### src/rtl/led_pkg.sv
// Shared state encodings and width helper for the LED blink-code arbiter.
package led_pkg;

  typedef enum logic [1:0] {
    ST_IDLE = 2'd0,
    ST_ON   = 2'd1,
    ST_OFF  = 2'd2,
    ST_GAP  = 2'd3
  } led_state_e;

  // Bits needed to hold values 0..v-1, never less than one.
  function automatic int unsigned clog2w(input int unsigned v);
    return (v <= 2) ? 1 : $clog2(v);
  endfunction

endpackage

### src/rtl/led_tick_gen.sv
// Timing prescaler: pulses tick once every TICK_DIV cycles; clr restarts the count
// so a phase entered with clr lasts an exact multiple of TICK_DIV cycles.
module led_tick_gen
  import led_pkg::*;
#(
  parameter int TICK_DIV = 50000
) (
  input  logic clk,
  input  logic rst,
  input  logic clr,
  output logic tick
);

  localparam int PW = clog2w(TICK_DIV);

  logic [PW-1:0] pre_q;
  logic [PW-1:0] pre_d;

  always_comb begin
    tick  = (pre_q == PW'(TICK_DIV - 1));
    pre_d = pre_q + 1'b1;
    if (clr || tick) begin
      pre_d = '0;
    end
  end

  always_ff @(posedge clk) begin
    if (rst) begin
      pre_q <= '0;
    end else begin
      pre_q <= pre_d;
    end
  end

endmodule

### src/rtl/led_code_arbiter.sv
// Round-robin share of one LED between NREQ blink-code requesters; grant one cycle
// after an eligible request is seen in IDLE, held until the sequence's done pulse.
module led_code_arbiter
  import led_pkg::*;
#(
  parameter int NREQ      = 4,
  parameter int TICK_DIV  = 50000,
  parameter int ON_TICKS  = 10,
  parameter int OFF_TICKS = 10,
  parameter int GAP_TICKS = 40,
  parameter int CNT_W     = 4
) (
  input  logic                  clk,
  input  logic                  rst,
  input  logic [NREQ-1:0]       req,
  input  logic [NREQ*CNT_W-1:0] count,
  output logic [NREQ-1:0]       grant,
  output logic                  busy,
  output logic                  done,
  output logic                  led
);

  localparam int MAX_ON_OFF = (ON_TICKS > OFF_TICKS) ? ON_TICKS : OFF_TICKS;
  localparam int MAX_T      = (MAX_ON_OFF > GAP_TICKS) ? MAX_ON_OFF : GAP_TICKS;
  localparam int PTR_W      = clog2w(NREQ);
  localparam int PH_W       = clog2w(MAX_T);

  led_state_e       state_q, state_d;
  logic [NREQ-1:0]  grant_q, grant_d;
  logic             done_q, done_d;
  logic [PTR_W-1:0] ptr_q, ptr_d;
  logic [CNT_W-1:0] pulse_q, pulse_d;
  logic [PH_W-1:0]  phase_q, phase_d;

  logic             tick;
  logic             clr;
  logic [NREQ-1:0]  elig;
  logic [CNT_W-1:0] cnt_fld [NREQ];
  logic             hit;
  logic [PTR_W-1:0] win;
  logic [PH_W-1:0]  phase_last;
  logic             phase_end;

  led_tick_gen #(
    .TICK_DIV(TICK_DIV)
  ) u_tick (
    .clk (clk),
    .rst (rst),
    .clr (clr),
    .tick(tick)
  );

  // Zero-count requests are never eligible, so they can never win a grant.
  always_comb begin
    for (int i = 0; i < NREQ; i++) begin
      cnt_fld[i] = count[i*CNT_W +: CNT_W];
      elig[i]    = req[i] && (count[i*CNT_W +: CNT_W] != '0);
    end
  end

  // Search starts just past the last owner so a held request falls to the back.
  always_comb begin
    hit = 1'b0;
    win = ptr_q;
    for (int k = 1; k <= NREQ; k++) begin
      if (!hit && elig[PTR_W'((int'(ptr_q) + k) % NREQ)]) begin
        hit = 1'b1;
        win = PTR_W'((int'(ptr_q) + k) % NREQ);
      end
    end
  end

  always_comb begin
    case (state_q)
      ST_ON:   phase_last = PH_W'(ON_TICKS - 1);
      ST_OFF:  phase_last = PH_W'(OFF_TICKS - 1);
      default: phase_last = PH_W'(GAP_TICKS - 1);
    endcase
    phase_end = tick && (phase_q == phase_last);
    clr       = (state_q == ST_IDLE) || phase_end;
  end

  always_comb begin
    state_d = state_q;
    grant_d = grant_q;
    done_d  = 1'b0;
    ptr_d   = ptr_q;
    pulse_d = pulse_q;
    phase_d = phase_q;
    if (clr) begin
      phase_d = '0;
    end else if (tick) begin
      phase_d = phase_q + 1'b1;
    end
    case (state_q)
      ST_IDLE: begin
        if (hit) begin
          state_d = ST_ON;
          grant_d = NREQ'(1) << win;
          ptr_d   = win;
          pulse_d = cnt_fld[win];
        end
      end
      ST_ON: begin
        if (phase_end) begin
          pulse_d = pulse_q - 1'b1;
          state_d = (pulse_q != CNT_W'(1)) ? ST_OFF : ST_GAP;
        end
      end
      ST_OFF: begin
        if (phase_end) begin
          state_d = ST_ON;
        end
      end
      default: begin
        if (phase_end) begin
          state_d = ST_IDLE;
          grant_d = '0;
          done_d  = 1'b1;
        end
      end
    endcase
  end

  always_ff @(posedge clk) begin
    if (rst) begin
      state_q <= ST_IDLE;
      grant_q <= '0;
      done_q  <= 1'b0;
      ptr_q   <= PTR_W'(NREQ - 1);
      pulse_q <= '0;
      phase_q <= '0;
    end else begin
      state_q <= state_d;
      grant_q <= grant_d;
      done_q  <= done_d;
      ptr_q   <= ptr_d;
      pulse_q <= pulse_d;
      phase_q <= phase_d;
    end
  end

  assign grant = grant_q;
  assign done  = done_q;
  assign busy  = (state_q != ST_IDLE);
  assign led   = (state_q == ST_ON);

endmodule

### config.mk
export PLATFORM = sky130hd
export DESIGN_NAME = led_code_arbiter
export DESIGN_NICKNAME = d
export VERILOG_FILES = /design/src/rtl/led_pkg.sv /design/src/rtl/led_tick_gen.sv /design/src/rtl/led_code_arbiter.sv
export SDC_FILE = /design/constraint.sdc
export NUM_CORES = 1
export LEC_CHECK = 0
export CAP_MARGIN = 40
export CORE_ASPECT_RATIO = 0.6
export CORE_MARGIN = 8
export CORE_UTILIZATION = 52
export DETAILED_ROUTE_END_ITERATION = 6
export DONT_BUFFER_PORTS = 1
export PLACE_DENSITY = 0.74
export SKIP_LAST_GASP = 1
export SLEW_MARGIN = 15
export SYNTH_ARGS = -nofsm -noshare
export SYNTH_HDL_FRONTEND = slang
export SYNTH_SLANG_ARGS = --single-unit
export TNS_END_PERCENT = 100
### constraint.sdc
create_clock -name clk -period 4.8 [get_ports clk]
set_input_delay 0.96 -clock clk [delete_from_list [all_inputs] [get_ports clk]]
set_output_delay 0.96 -clock clk [all_outputs]
set_load 0.005 [all_outputs]
==> impl_metrics.yaml <==
worst_setup_path:
  critPathCaptureType: "register"
  cp_num_buf_inv: 0
  start_kind: "input port"
  cp.arrival_ns: 2.81
  r2r_end: "grant[0]$_SDFFE_PP0P_"
  crit_required_ns: 4.98
  crit_family: "compound AO/OA/AOI/OAI gates"
  crit_type: "input port to register"
  path_cells: "o41ai_4 -> a2bb2oi_1 -> o21ai_2 -> mux2_2 -> a311o_1"
  r2r_setup_slack_ns: 2.59
  worstRegToRegCells: 7
  r2r_start: "u_tick.pre_q[0]$_SDFF_PP0_"
  slowest_delay_ns: 0.54
  cp_max_fo: 12
  crit_path_top_delay_cell: "o21ai_2"
synth:
  netlist_top_cells_count: "dfxtp_1 (35), nor2_1 (29), mux2i_1 (11), nand2_1 (11), xnor2_1 (11)"
  yosysSeqAreaShare: 0.352
  synth_edf_count: 0
  syn-num-nets: 246
  async_flop_share: 0
  synth_cell_types: 52
  ys_top_cells_by_area: "dfxtp_1 (35%), mux2i_1 (5.5%), nor2_1 (5.5%)"
  ys.flop_type: "dfxtp_1"
  ys_seq_elements: 35
  synth.largest_area_cell: "dfxtp_1"
  synth_cells: 216
  netlist_area_um2: 1990
  synth_warnings: 0
  synth.most_common_cell: "dfxtp_1"
  avgSynthCellArea_um2: 9.21
  yosysTopAreaCellShare: 0.352
floorplan:
  io_pins: 29
  die_w_um: 95.9
  start_util: 0.544
  die-height_um: 63.9
  rows: 17
  die_area_um2: 6130
  core_area_um2: 3660
grt:
  grtUsageMet3: 0.0524
  grt.total_usage: 0.137
  grt_pass1_vias: 1357
  grt_pass1_wl_mm: 6.69
  grt-ovfl-total: 0
  grt_max_degree: 19
  grt_use_met1: 0.211
  gr-usage-met2: 0.158
  antenna_found_initial: 0
  grt-busiest-layer: "met1"
placement:
  place_ws_ns: 1.86
  port_buffers: 0
  place.gp.congestion: 0.772
  dp_hpwl_mm: 3.11
routing:
  wl_per_cell_um: 15.6
  wl_mm: 4.07
  avgViaCountPerCell: 5.95
  first_pass_iters: 4
  dr.first_iter.drc_count: 101
  vias: 1546
  ant_nets: 0
  drc_errors: 0
clocking:
  cts_resized: 0
  hold_buffers: 0
  cts_htree_levels: 2
  cts_inserted_buffers: 5
  clock-root-buffer: "clkbuf_8"
  cts_setup_buffers: 0
  clockBufferDepth: 2
  cts_tree: "done"
  clock_sinks: 35
  clk_pin_slew_ns: 0.07
  clock_insertion_delay_worst_skew_ns: 0.29
worst_hold_path:
  hp-start: "u_tick.pre_q[0]$_SDFF_PP0_"
  hold_depth: 1
  holdPathEnd: "u_tick.pre_q[0]$_SDFF_PP0_"
  hp-class: "register to register"
pwr:
  vdd_drop_max_uv: 330
  power.share.clock: 0.226
  p_leak_nw: 0.788
  p_int_mw: 0.598
  combPwrFrac: 0.378
  p_sw_mw: 0.352
  switching_share: 0.371
  p_seq_frac: 0.396
  p_per_area_nw_per_um2: 456
outcome:
  status: "complete, no violations"
timing:
  layout_min_cycle_time_ns: 2.63
  finalSetupTns_ns: 0
  hold_viol_final: 0
  relSlewSlack: 0.560
  rsz0062_at_grt: "no"
  finalWorstSetupSlack_ns: 2.17
  fin_crit_sh: 0.547
  setup_violations: 0
  max_clock_freq_mhz: 381
  skew_ns: 0.00453
  drv_slew: 0
  worstMarginPinSlew_ns: 0.659
cells_and_area:
  num_antenna_cells: 0
  layout.nets: 243
  fillerInstances: 330
  drive_above_1_share: 0.0704
  area_growth_pct: 4.84
run:
  drv_cap: 0
==> stage by stage <==
stage	area [µm²]	hold slack, ns	total power [mW]	std cells	utilization
2_1_floorplan	1990	0.413	0.678	216	-
3_3_place_gp	2000	0.430	0.736	253	0.546
3_5_place_dp	2000	0.438	0.736	253	0.546
4_1_cts	2090	0.448	0.953	260	0.570
5_1_grt	2090	0.459	1.02	260	0.570
6_report	2090	0.443	0.950	260	0.570
==> per-layer routing <==
| metal | vias up | wire (µm) |
|---|---|---|
| li1 | 786 | - |
| met1 | 703 | 2160 |
| met2 | 47 | 1540 |
| met3 | 10 | 302 |
| met4 | 0 | 69 |
| met5 | - | 0 |
==> sequential cells by signal, summed over array words and instances, names as in the netlist <==
name	flops
u_tick.pre_q	16
done	1
pulse_q	4
phase_q	6
grant	4
state_q	2
ptr_q	2
==> worst max-delay path by stage <==
stage	start	cells past startpoint	endpoint
after CTS	count[12]	5	pulse_q[2]$_SDFFE_PP0P_
final	count[12]	5	pulse_q[2]$_SDFFE_PP0P_
after floorplan	count[12]	7	pulse_q[2]$_SDFFE_PP0P_
after detailed placement	count[12]	5	pulse_q[2]$_SDFFE_PP0P_
after global placement	count[12]	5	pulse_q[2]$_SDFFE_PP0P_
after global routing	count[12]	5	pulse_q[2]$_SDFFE_PP0P_
==> cell families (layout without fill, tap and decap cells) <==
group                      Yosys count  count (layout)  share of synthesized area
buffers and inverters               18              15                     0.0403
muxes                               13              13                     0.0686
DFF                                 35              35                      0.352
AOI/OAI and AO/OA                   35              35                      0.168
and+or+nand+nor                     89              89                      0.242
adders and majority gates            8               8                     0.0503
xor gates and xnor gates            18              18                     0.0792
==> layout by cell type (no fill, tap or decap), drive strengths merged, types with 3 or more instances in the layout <==
master / synthesis / layout
a21oi: 3 / 3
dfxtp: 35 / 35
nand3: 7 / 7
nand2: 11 / 11
o41ai: 3 / 3
inv: 8 / 8
a2bb2oi: 3 / 3
ha: 8 / 8
or3: 5 / 5
nand4b: 3 / 3
and4: 3 / 3
xnor2: 11 / 11
xor2: 7 / 7
nor3: 5 / 5
clkbuf: 7 / 6
nor4: 3 / 3
and3: 10 / 10
o221ai: 3 / 3
nand4: 3 / 3
o21ai: 4 / 4
mux2i: 11 / 11
nor2: 29 / 29
==> layout make-up <==
cell class	count	area, µm²	share of cell area
inverter	8	30.0	0.0144
sequential	35	701	0.336
clock inverter	1	5.00	0.00240
tap	47	58.8	0.0282
multi-input combinational	163	1210	0.579
clock buffer	6	82.6	0.0396
==> power groups by stage <==
stage          sequential (mW)  clock [mW]  combinational, mW
5_1_grt                  0.383       0.235              0.403
3_5_place_dp             0.382           0              0.353
2_1_floorplan            0.371           0              0.307
4_1_cts                  0.376       0.220              0.357
3_3_place_gp             0.382           0              0.354
6_report                 0.376       0.215              0.359
Power figures use the tool's default switching activity.
